$ cat src/rtl/mem_pkg.sv
// rtl/mem_pkg.sv - shared constants and helpers for the 1R1W pipelined memory
package mem_pkg;

    localparam int READ_LATENCY_MIN = 1;
    localparam int READ_LATENCY_MAX = 4;

    function automatic int clog2(input int value);
        int result;
        result = 0;
        for (int i = 0; i < 31; i++) begin
            if ((1 << i) < value) begin
                result = i + 1;
            end
        end
        return result;
    endfunction

    // A single-word memory still needs a one-bit address port.
    function automatic int addr_width(input int depth);
        return (clog2(depth) < 1) ? 1 : clog2(depth);
    endfunction

endpackage

$ cat src/rtl/mem_lat_pipe.sv
// rtl/mem_lat_pipe.sv - fixed-length valid/data delay line, data held while invalid
module mem_lat_pipe #(
    parameter int WIDTH  = 64,
    parameter int STAGES = 1
) (
    input  logic             clock,
    input  logic             reset,
    input  logic             in_valid,
    input  logic [WIDTH-1:0] in_data,
    output logic             out_valid,
    output logic [WIDTH-1:0] out_data
);

    if (STAGES < 1) begin : g_bad_stages
        $error("mem_lat_pipe: STAGES must be at least 1");
    end

    logic [STAGES-1:0] valid_q;
    logic [WIDTH-1:0]  data_q [STAGES];

    // Data registers only load behind a valid bit, so the last result stays put.
    always_ff @(posedge clock) begin
        if (reset) begin
            valid_q <= '0;
            for (int i = 0; i < STAGES; i++) begin
                data_q[i] <= '0;
            end
        end else begin
            valid_q[0] <= in_valid;
            if (in_valid) begin
                data_q[0] <= in_data;
            end
            for (int i = 1; i < STAGES; i++) begin
                valid_q[i] <= valid_q[i-1];
                if (valid_q[i-1]) begin
                    data_q[i] <= data_q[i-1];
                end
            end
        end
    end

    assign out_valid = valid_q[STAGES-1];
    assign out_data  = data_q[STAGES-1];

endmodule

$ cat src/rtl/mem_1r1w_pipe.sv
// rtl/mem_1r1w_pipe.sv - one-read one-write masked memory with pipelined read return
module mem_1r1w_pipe
    import mem_pkg::*;
#(
    parameter int WIDTH        = 64,
    parameter int DEPTH        = 48,
    parameter int MASK_GRAN    = 8,
    parameter int READ_LATENCY = 1,
    localparam int MW          = WIDTH / MASK_GRAN,
    localparam int AW          = addr_width(DEPTH)
) (
    input  logic             clock,
    input  logic             reset,
    input  logic [AW-1:0]    R0_addr,
    input  logic             R0_en,
    output logic [WIDTH-1:0] R0_data,
    output logic             R0_valid,
    input  logic [AW-1:0]    W0_addr,
    input  logic             W0_en,
    input  logic [WIDTH-1:0] W0_data,
    input  logic [MW-1:0]    W0_mask
);

    if (DEPTH < 1) begin : g_bad_depth
        $error("mem_1r1w_pipe: DEPTH must be at least 1");
    end
    if (WIDTH % MASK_GRAN != 0) begin : g_bad_mask
        $error("mem_1r1w_pipe: WIDTH must be a multiple of MASK_GRAN");
    end
    if (READ_LATENCY < READ_LATENCY_MIN || READ_LATENCY > READ_LATENCY_MAX) begin : g_bad_lat
        $error("mem_1r1w_pipe: READ_LATENCY out of range");
    end

    localparam logic [AW:0] DEPTH_W = (AW+1)'(DEPTH);

    logic [WIDTH-1:0] mem [DEPTH];

    logic             rd_in_range;
    logic             wr_in_range;
    logic             rd_fire;
    logic             wr_fire;
    logic [WIDTH-1:0] lane_bits;
    logic [WIDTH-1:0] rd_word;

    assign rd_in_range = {1'b0, R0_addr} < DEPTH_W;
    assign wr_in_range = {1'b0, W0_addr} < DEPTH_W;
    assign rd_fire     = R0_en & ~reset;
    assign wr_fire     = W0_en & ~reset & wr_in_range;

    always_comb begin
        lane_bits = '0;
        for (int i = 0; i < MW; i++) begin
            lane_bits[i*MASK_GRAN +: MASK_GRAN] = {MASK_GRAN{W0_mask[i]}};
        end
    end

    // Read word is captured at issue; a colliding write is forwarded lane by lane.
    always_comb begin
        rd_word = '0;
        if (rd_in_range) begin
            rd_word = mem[R0_addr];
            if (wr_fire && (W0_addr == R0_addr)) begin
                rd_word = (rd_word & ~lane_bits) | (W0_data & lane_bits);
            end
        end
    end

    always_ff @(posedge clock) begin
        if (wr_fire) begin
            for (int i = 0; i < MW; i++) begin
                if (W0_mask[i]) begin
                    mem[W0_addr][i*MASK_GRAN +: MASK_GRAN] <= W0_data[i*MASK_GRAN +: MASK_GRAN];
                end
            end
        end
    end

    mem_lat_pipe #(
        .WIDTH  (WIDTH),
        .STAGES (READ_LATENCY)
    ) u_lat_pipe (
        .clock     (clock),
        .reset     (reset),
        .in_valid  (rd_fire),
        .in_data   (rd_word),
        .out_valid (R0_valid),
        .out_data  (R0_data)
    );

endmodule

$ cat config.mk
export PLATFORM = sky130hd
export DESIGN_NAME = mem_1r1w_pipe
export DESIGN_NICKNAME = d
export VERILOG_FILES = /design/src/rtl/mem_pkg.sv /design/src/rtl/mem_lat_pipe.sv /design/src/rtl/mem_1r1w_pipe.sv
export SDC_FILE = /design/constraint.sdc
export NUM_CORES = 2
export LEC_CHECK = 0
export ABC_AREA = 0
export BUFFER_PORTS_ARGS = -buffer_cell sky130_fd_sc_hd__clkbuf_2
export CORE_MARGIN = 3
export CORE_UTILIZATION = 40
export DETAILED_ROUTE_END_ITERATION = 10
export PLACE_DENSITY = 0.59
export SETUP_SLACK_MARGIN = 0.2
export SLEW_MARGIN = 10
export SYNTH_ARGS = -nofsm -noshare
export SYNTH_HDL_FRONTEND = slang
export SYNTH_SLANG_ARGS = --single-unit
$ cat constraint.sdc
create_clock -name clock -period 5.4 [get_ports clock]
set_input_delay 1.08 -clock clock [delete_from_list [all_inputs] [get_ports clock]]
set_output_delay 1.08 -clock clock [all_outputs]
set_load 0.1 [all_outputs]
==> impl_results.md <==
* Run status: complete, no violations
* CP most frequent cell: buf_12
* Highest routed layer: met5
* Die Y at 559 um
* Post-synth EDFFs at approximately 3100
* FF+latch count, synth at between 3000 and 4000
* Fin crit share at 0.737
* I/O pin total at between 150 and 200
* Clk_skew at 60.6 ps
* Syn Area/Cell at a little over 20 um^2
* Setup CP Type: in2reg
* Met1 wire length at 149 mm
* First drt pass iteration count at 9
* Syn Inst Count at around 6000
* DR vias/cell at 6.04
* Leakage power at 0.0451 uW
* Antenna Nets Post-Route at 0
* Slew margin rel. at 0.0913
* Die ar. at around 310000 um^2
* Worst-Skew Late Latency at 910 ps
* Worst Setup SP: R0_addr[0]
* # port buffers at ~150
* Critical path endpoint: u_lat_pipe.data_q[0][32]
* Area growth from synthesis to layout at 15.1%
* Post-CTS Resized at 0
* CTS max path bufs at 4
* Area occupied by multi-input gates at between 20000 and 30000 um^2
* Core ar. at between 300000 and 400000 um^2
* Syn_nets at just over 6000
* Power per cell area at 367 nW/um^2
* Ys flop type: edfxtp_1
* Initial antenna violation count at 29
* FF/Latch Area at ~94000 um^2
* Vias in the first global route at approximately 64000
* Maxcap violations at 0
* Hold-fix buffers, CTS at 0
* CP max-delay cell: a2111oi_1
* Vias at around 66000
* CTS tree: done
* Reg2reg path depth at 5
* HP Class: in2reg
* Layout cells sized above 1 at 0.264
* R2R Path End: u_lat_pipe.data_q[0][32]
* Post-layout min period at ~4000 ps
* Setup bufs post-CTS at 0
* Initial Util at 0.403
* Place WS at ~630 ps
* GRT Total Usage at 0.241
* Sequential area share after synthesis at 0.769
* CP Max Fanout at 58
* Clock slew at reported path FFs at 60 ps
* Startpoint Class: input pin
* Filler cells at 25500
* Setup slack after layout at around 1400 ps
* Async S/R FF share, synth at 0
* CTS H-Tree Depth at 5
* Crit end category: flip-flop
* Met2 wire length at 174 mm
* Synth unique cells at 58
* Worst flop-to-flop path startpoint: mem[15][32]
* Tightest Pin Transition at 1360 ps
* Fin nets at roughly 6700
* Yosys warnings at 0
* Global-route wire length before repair at 528 mm
* DR WL met3 at 44.1 mm
* DRT iter0 DRCs at 10000
* Grt ovf at 0
* Slowest Stage Delay on Critical Path at about 1000 ps
* WL final at between 300 and 400 mm
* VDD IR max at 268 uV
* # rows at about 200
* Largest net degree at the start of global routing at 73
* WL/cell at 35.1 um
* Root buffer cell: clkbuf_16
* Fmax at ~250 MHz
* Die width at 559 um
* Required @ worst endpoint at 6000 ps
* Mapped Area at 122000 um^2
* RSZ-0062 raised after global routing: no
* Final setup fails at 0
* CP Data Arrival Time at between 4000 and 5000 ps
* Critical path cell sequence: buf_8, buf_12, buf_12, mux4_2, mux2i_1, nor2_1, a2111oi_1, o31ai_1
* Final Wtd Congestion at roughly 0.89
* DP HPWL at 247 mm
* Fin. max-slew vios at 0
* Reg-to-reg setup timing slack at approximately 2800 ps
* Fin Setup TNS at 0 ps
* Number of buffers created by CTS at between 300 and 400
* Final hold violation count at 0
* DRC violations left at 0
* Clock sink count at 3137
==> metal layers <==
| layer | up-vias | track usage |
|---|---|---|
| li1 | 25900 | - |
| met1 | 35200 | 0.338 |
| met2 | 4213 | 0.361 |
| met3 | 744 | 0.0610 |
| met4 | 22 | 0.100 |
| met5 | - | 0 |
==> layout by cell type (no fill, tap or decap), drive strengths merged, types with 10 or more instances in the layout <==
| cell | Yosys | final |
|---|---|---|
| buf | 249 | 478 |
| bufinv | 0 | 21 |
| mux4 | 654 | 654 |
| a32oi | 13 | 13 |
| nor2 | 484 | 484 |
| a41oi | 15 | 15 |
| a221oi | 21 | 21 |
| o2111ai | 13 | 13 |
| mux2i | 385 | 385 |
| diode | 0 | 44 |
| nor3 | 27 | 27 |
| nand3 | 56 | 56 |
| nor2b | 12 | 12 |
| nand4 | 16 | 16 |
| a31oi | 10 | 10 |
| a211oi | 15 | 15 |
| a22oi | 118 | 118 |
| a22o | 10 | 10 |
| clkinv | 3 | 135 |
| mux2 | 24 | 24 |
| a21oi | 99 | 99 |
| inv | 7 | 19 |
| nand2 | 248 | 248 |
| o21ai | 73 | 73 |
| clkbuf | 98 | 558 |
| edfxtp | 3136 | 3136 |
| nand2b | 10 | 10 |
| a2111oi | 12 | 12 |
| o22ai | 60 | 60 |
==> cells by family (layout without fill, tap and decap cells) <==
family | Yosys count | count (layout) | share of synthesized area
multiplexers | 1063 | 1063 | 0.155
AO/OA/AOI/OAI | 500 | 500 | 0.0279
other | 0 | 44 | 0
buffers and inverters | 357 | 1221 | 0.0175
XOR/XNOR | 6 | 6 | 0.000429
flip-flops | 3137 | 3137 | 0.769
AND/OR/NAND/NOR | 896 | 896 | 0.0302
==> sequential cells by signal, summed over array words and instances, names as in the netlist <==
register / cells
mem: 3072
u_lat_pipe.data_q: 64
u_lat_pipe.out_valid: 1
==> power by group <==
group | switching (uW) | internal (uW) | leakage [uW]
combinational | 2140 | 866 | 0.0118
sequential | 64.2 | 26900 | 0.0283
clock | 9390 | 12400 | 0.00498
total | 11600 | 40200 | 0.0451
==> critical path, delay by kind of cell <==
kind	cells	cell delay, ps
compound gates	2	1160
simple gates	1	80
buf+inv	3	1220
mux	2	790
==> cell type report <==
cell class,instances,area share
Multi-Input combinational cell,2465,0.188
Clock inverter,174,0.0110
Clock buffer,410,0.0615
Timing Repair Buffer,627,0.0340
Antenna cell,44,0.000781
Inverter,10,0.000373
Sequential cell,3137,0.668
Tap cell,4080,0.0362
==> through the flow <==
stage                     total power (uW)  instances  hold WS [ps]   util  cell area, um^2
final                                51800      10900           700  0.464           141000
after global routing                 53100      10900           689  0.464           141000
after CTS                            52000      10900           650  0.464           141000
after detailed placement             30400      10300           832  0.430           131000
after global placement               30400      10300           827  0.429           130000
after floorplan                      29000       5959           742      -           122000
==> worst min path at each step <==
stage                           start                  endpoint  slack [ps]  cells after the start
after floorplan           mem[21][22]  u_lat_pipe.data_q[0][22]         740                      5
after global placement    mem[21][22]  u_lat_pipe.data_q[0][22]         830                      5
after detailed placement  mem[21][22]  u_lat_pipe.data_q[0][22]         830                      5
after CTS                 W0_data[11]               mem[39][11]         650                      1
after global routing      W0_data[11]               mem[39][11]         690                      1
final                     W0_data[11]               mem[39][11]         700                      1
==> synthesized netlist by cell type, types with 10 or more instances <==
cell	number	area [um^2]
a32oi_1	13	114
nor2_1	484	1820
mux4_1	26	683
o2111ai_1	13	114
mux2i_1	385	3850
o21ai_0	71	355
nor3_1	27	135
a22oi_1	118	886
nand4_1	16	100
mux4_2	628	14100
a211oi_1	15	113
buf_6	34	383
a41oi_1	15	131
edfxtp_1	3136	94200
a22o_1	10	87.6
buf_4	69	518
nand3_1	56	280
o22ai_1	60	375
nand2b_1	10	62.6
buf_2	107	536
clkbuf_1	98	368
a21oi_1	99	495
mux2_2	24	270
nand2_1	247	927
buf_1	27	101
nor2b_1	12	75.1
a221oi_1	21	184
a31oi_1	10	62.6
No activity file was read; power rests on OpenSTA's default activity.
